**src/rtl/serial_sub_pkg.sv**
```systemverilog
// Shared types and constants for the bit-serial subtractor.
// Holds the FSM state encoding, the default width and the counter-width helper.
package serial_sub_pkg;

  localparam int DEFAULT_WIDTH = 8;

  typedef enum logic [1:0] {
    IDLE = 2'd0,
    RUN  = 2'd1,
    DONE = 2'd2
  } state_t;

  // Bit count of the step counter; it only has to reach width-1.
  function automatic int cnt_width(input int w);
    return (w > 1) ? $clog2(w) : 1;
  endfunction

endpackage

```
**src/rtl/full_subtractor.sv**
```systemverilog
// Combinational 1-bit full subtractor: diff = a - b - bin, with borrow-out.
// Subtracting counterpart of full_adder.
module full_subtractor (
  input  logic a,
  input  logic b,
  input  logic bin,
  output logic diff,
  output logic bout
);

  assign diff = a ^ b ^ bin;
  assign bout = (~a & b) | (~(a ^ b) & bin);

endmodule

```
**src/rtl/serial_subtractor.sv**
```systemverilog
// Bit-serial subtractor computing diff = a - b - bin LSB first, one bit per clock.
// Optional signed-overflow output ovf is built when SERIAL_SUB_OVF_EN is defined.
module serial_subtractor
  import serial_sub_pkg::*;
#(
  parameter int WIDTH = DEFAULT_WIDTH
) (
  input  logic             clk,
  input  logic             rst_n,
  input  logic             start,
  input  logic [WIDTH-1:0] a,
  input  logic [WIDTH-1:0] b,
  input  logic             bin,
  output logic             busy,
  output logic             done,
  output logic [WIDTH-1:0] diff,
  output logic             bout
`ifdef SERIAL_SUB_OVF_EN
  ,
  output logic             ovf
`endif
);

  localparam int CW = cnt_width(WIDTH);

  state_t           state_reg;
  state_t           state_next;
  logic [WIDTH-1:0] a_reg;
  logic [WIDTH-1:0] b_reg;
  logic [WIDTH-1:0] sh_reg;
  logic [WIDTH-1:0] sh_next;
  logic [WIDTH-1:0] diff_reg;
  logic [CW-1:0]    cnt_reg;
  logic             brw_reg;
  logic             bout_reg;
  logic             bit_d;
  logic             bit_bo;
  logic             accept;
  logic             last_step;

  full_subtractor u_fs (
    .a   (a_reg[0]),
    .b   (b_reg[0]),
    .bin (brw_reg),
    .diff(bit_d),
    .bout(bit_bo)
  );

  // A new operation may start from IDLE or straight out of DONE.
  assign accept    = start && ((state_reg == IDLE) || (state_reg == DONE));
  assign last_step = (cnt_reg == CW'(WIDTH - 1));
  assign sh_next   = {bit_d, sh_reg[WIDTH-1:1]};

  always_ff @(posedge clk) begin
    if (!rst_n) begin
      state_reg <= IDLE;
    end else begin
      state_reg <= state_next;
    end
  end

  always_comb begin
    state_next = state_reg;
    case (state_reg)
      IDLE:    if (start) state_next = RUN;
      RUN:     if (last_step) state_next = DONE;
      DONE:    state_next = start ? RUN : IDLE;
      default: state_next = IDLE;
    endcase
  end

  always_comb begin
    busy = (state_reg == RUN);
    done = (state_reg == DONE);
  end

  // Datapath: operand shift registers, borrow flop, step counter, result registers.
  always_ff @(posedge clk) begin
    if (!rst_n) begin
      a_reg    <= '0;
      b_reg    <= '0;
      sh_reg   <= '0;
      diff_reg <= '0;
      cnt_reg  <= '0;
      brw_reg  <= 1'b0;
      bout_reg <= 1'b0;
    end else if (accept) begin
      a_reg   <= a;
      b_reg   <= b;
      brw_reg <= bin;
      cnt_reg <= '0;
      sh_reg  <= '0;
    end else if (state_reg == RUN) begin
      sh_reg  <= sh_next;
      a_reg   <= {1'b0, a_reg[WIDTH-1:1]};
      b_reg   <= {1'b0, b_reg[WIDTH-1:1]};
      brw_reg <= bit_bo;
      cnt_reg <= cnt_reg + CW'(1);
      if (last_step) begin
        diff_reg <= sh_next;
        bout_reg <= bit_bo;
      end
    end
  end

  assign diff = diff_reg;
  assign bout = bout_reg;

`ifdef SERIAL_SUB_OVF_EN
  logic ovf_reg;

  // On the final step a_reg[0]/b_reg[0] hold the operand sign bits and bit_d is the result sign.
  always_ff @(posedge clk) begin
    if (!rst_n) begin
      ovf_reg <= 1'b0;
    end else if (!accept && (state_reg == RUN) && last_step) begin
      ovf_reg <= (a_reg[0] ^ b_reg[0]) & (a_reg[0] ^ bit_d);
    end
  end

  assign ovf = ovf_reg;
`endif

endmodule

```
**config.mk**
```make
export PLATFORM = sky130hd
export DESIGN_NAME = serial_subtractor
export DESIGN_NICKNAME = d
export VERILOG_FILES = /design/src/rtl/serial_sub_pkg.sv /design/src/rtl/full_subtractor.sv /design/src/rtl/serial_subtractor.sv
export SDC_FILE = /design/constraint.sdc
export NUM_CORES = 1
export LEC_CHECK = 0
export CAP_MARGIN = 5
export CORE_ASPECT_RATIO = 0.6
export CORE_MARGIN = 5
export CORE_UTILIZATION = 50
export CTS_CLUSTER_SIZE = 24
export DETAILED_ROUTE_END_ITERATION = 8
export PLACE_DENSITY = 0.84
export SYNTH_ARGS = -nofsm -noshare
export SYNTH_HDL_FRONTEND = slang
export SYNTH_SLANG_ARGS = --single-unit
export TNS_END_PERCENT = 20
```
**constraint.sdc**
```tcl
create_clock -name clk -period 3.8 [get_ports clk]
set_input_delay 0.38 -clock clk [delete_from_list [all_inputs] [get_ports clk]]
set_output_delay 0.38 -clock clk [all_outputs]
set_load 0.02 [all_outputs]
```
==> metrics.md <==
| Metric | Value |
|---|---|
| GRT Resource Usage Total | `16.8%` |
| Nets | `226` |
| Total die area | `4230 sq um` |
| Sequential area share after synthesis | `50.8%` |
| RR Startpoint | `cnt_reg[0]` |
| Average size of a mapped cell | `8.41 sq um` |
| Setup TNS | `0 ps` |
| Hold Path Origin | `diff[5]` |
| Cells on worst reg2reg path | `5` |
| Crit path buffers/inverters | `3` |
| DR DRC count | `0` |
| Layout cell share with drive strength beyond 1 | `5.39%` |
| Clock slew at reported path FFs | `70 ps` |
| Cts repair resizes | `0` |
| Htree depth | `2` |
| Setup violators final | `0` |
| I/O pins | `31` |
| Root buffer cell | `clkbuf_8` |
| EDFF count, synth | `0` |
| Final Hold Fails | `0` |
| GR Overflow Total | `0` |
| Routability Congestion | `0.788` |
| CTS tree | `yes` |
| Largest net degree at the start of global routing | `34` |
| CTS Sinks | `38` |
| CP max stage cell | `clkdlybuf4s50_1` |
| Reg2reg end | `diff[3]` |
| Synth top area cells | `dfxtp_1, nand2_1, a21oi_1` |
| Global-route wire length before repair | `5270 microns` |
| Synthesis warning total | `0` |
| Hold Buf Count CTS | `0` |
| Die Span Y | `52.4 microns` |
| WL met3 | `232 microns` |
| Max Buffers Root-to-Sink | `2` |
| DR pass1 iterations | `4` |
| Most frequent cell after synthesis | `nand2_1` |
| Pwr dens | `433 nW/um^2` |
| Area after DPL | `1780 sq um` |
| WL per Instance | `13.1 microns` |
| Fin. max-slew vios | `0` |
| Ys flop type | `dfxtp_1` |
| Cells along the critical path | `nand2b_1 > buf_4 > inv_2 > clkdlybuf4s50_1` |
| Distinct cells, synth | `29` |
| Routed wl met2 | `1320 microns` |
| Status | `completed` |
| R2r setup slk | `2160 ps` |
| Number of global-route vias before repair | `1150` |
| Fin util | `65.1%` |
| Worst hold path class | `reg -> reg` |
| RSZ-0062 raised after global routing | `no` |
| Starting density of the core | `52.2%` |
| Post-Route WL | `3230 microns` |
| Crit path launch type | `register` |
| Vias after detailed routing | `1294` |
| Final ANT Viol Nets | `0` |
| Slew @ Worst Pin | `865 ps` |
| DR top layer | `met4` |
| Post-CTS Setup Bufs | `0` |
| DIE WIDTH | `80.7 microns` |
| Synth Cell Area | `1500 sq um` |
| Worst VDD drop | `0.207 mV` |
| Mapped Cells | `178` |
| Detail Placement HPWL | `2200 microns` |
| WHS Endpoint | `diff[5]` |
| Core area | `2870 sq um` |
| Minimum clock period | `2050 ps` |
| CP Max Fanout | `29` |
| Antenna diode count | `0` |
| Top post-synthesis cells by count | `nand2_1, dfxtp_1, a21oi_1, nand3_1, nor3_1` |
| Hold path cells | `2` |
| Design area | `1870 sq um` |
| Critical Path Max Stage Delay | `600 ps` |
| Top-area cell type share of the netlist area | `50.8%` |
| Vias per inst | `5.26` |
| Port bufs | `30` |
| CTS buffer count | `5` |
| WS Path Type | `reg -> out` |
| Synth area leader | `dfxtp_1` |
| Crit path DAT | `1670 ps` |
| Peak Freq | `488 MHz` |
| Antenna violations before repair | `0` |
| CP Capture Type | `output pin` |
| Crit share post-route | `53.9%` |
| FFs w/ async S/R, synth | `0%` |
| Layout Area Growth over Synthesis | `24.9%` |
| Routed length on met1 | `1630 microns` |
| Delay-heaviest family, CP | `buffers and inverters` |
| Clk_lat worst skew | `290 ps` |
| Worst EP required | `3420 ps` |
| Initial DRC Count | `114` |
| Slew margin rel. | `42.3%` |
| # rows | `15` |
| Post-synthesis register bit count | `38` |
| Skew final | `4.17 ps` |
| Static leakage | `0.647 nW` |
| Max cap viols | `0` |
| Syn Nets | `201` |
## stage by stage
stage	power, mW	worst slack, ps	cells	hold WS (ps)
final	0.809	1750	246	457
after global routing	0.841	1710	246	487
after CTS	0.813	1750	246	458
after detailed placement	0.534	1860	238	448
after global placement	0.531	1910	238	442
after floorplan	0.504	2580	178	434
## layout by cell type (no fill, tap or decap), types with 2 or more instances in the layout
master and count:
nand2_1 39, dfxtp_1 38, clkdlybuf4s50_1 30, a21oi_1 24
nand3_1 12, nor3_1 12, o22ai_1 6, clkbuf_8 6
a31oi_1 5, inv_1 3, o21ai_1 3, a22oi_1 3
nor2_1 3, nand2b_1 2, nor2b_1 2, ha_1 2
buf_4 2
## metal layers
| layer | GRT usage (%) | vias up |
|---|---|---|
| met1 | 22.7 | 589 |
| li1 | - | 669 |
| met4 | 8.43 | 0 |
| met3 | 5.84 | 5 |
| met2 | 23.6 | 31 |
| met5 | 0 | - |
## worst max-delay path by stage
stage / end / startpoint / cells past startpoint / slack (ps)
CTS: busy / state_reg[0] / 4 / 1750
finish: busy / state_reg[0] / 4 / 1750
floorplan: state_reg[0] / cnt_reg[0] / 5 / 2580
detailed placement: sh_reg[5] / start / 4 / 1860
global route: busy / state_reg[0] / 4 / 1710
global placement: sh_reg[1] / start / 4 / 1910
## cell families after synthesis
family | share of synthesized area (%)
flops | 50.8
simple gates | 21.1
buf+inv | 6.77
fa+ha+maj | 3.01
compound gates | 17.7
xor+xnor | 0.585
## layout make-up
| type | count | area, sq um |
|---|---|---|
| flip-flops and latches | 38 | 761 |
| clock buffers | 7 | 86.3 |
| inverters | 4 | 15.0 |
| clock inverters | 1 | 5.00 |
| repair buffers | 32 | 315 |
| multi-input cells | 122 | 636 |
| fillers | 244 | 1000 |
| well taps | 42 | 52.6 |
## power breakdown
group	internal (mW)	switching [mW]	leakage (nW)	total [mW]
registers	0.417	0.0101	0.310	0.427
clock network	0.146	0.138	0.0482	0.284
logic	0.0448	0.0539	0.289	0.0986
total	0.608	0.202	0.647	0.809
## worst reg2reg max path, delay by kind of cell (launching register included)
kind                     cells  cell delay (ps)
adder cells (fa/ha/maj)      2              560
AND/OR/NAND/NOR              2              510
AO/OA/AOI/OAI                1               70
flip-flops                   1              350
No activity file was read; power rests on OpenSTA's default activity.
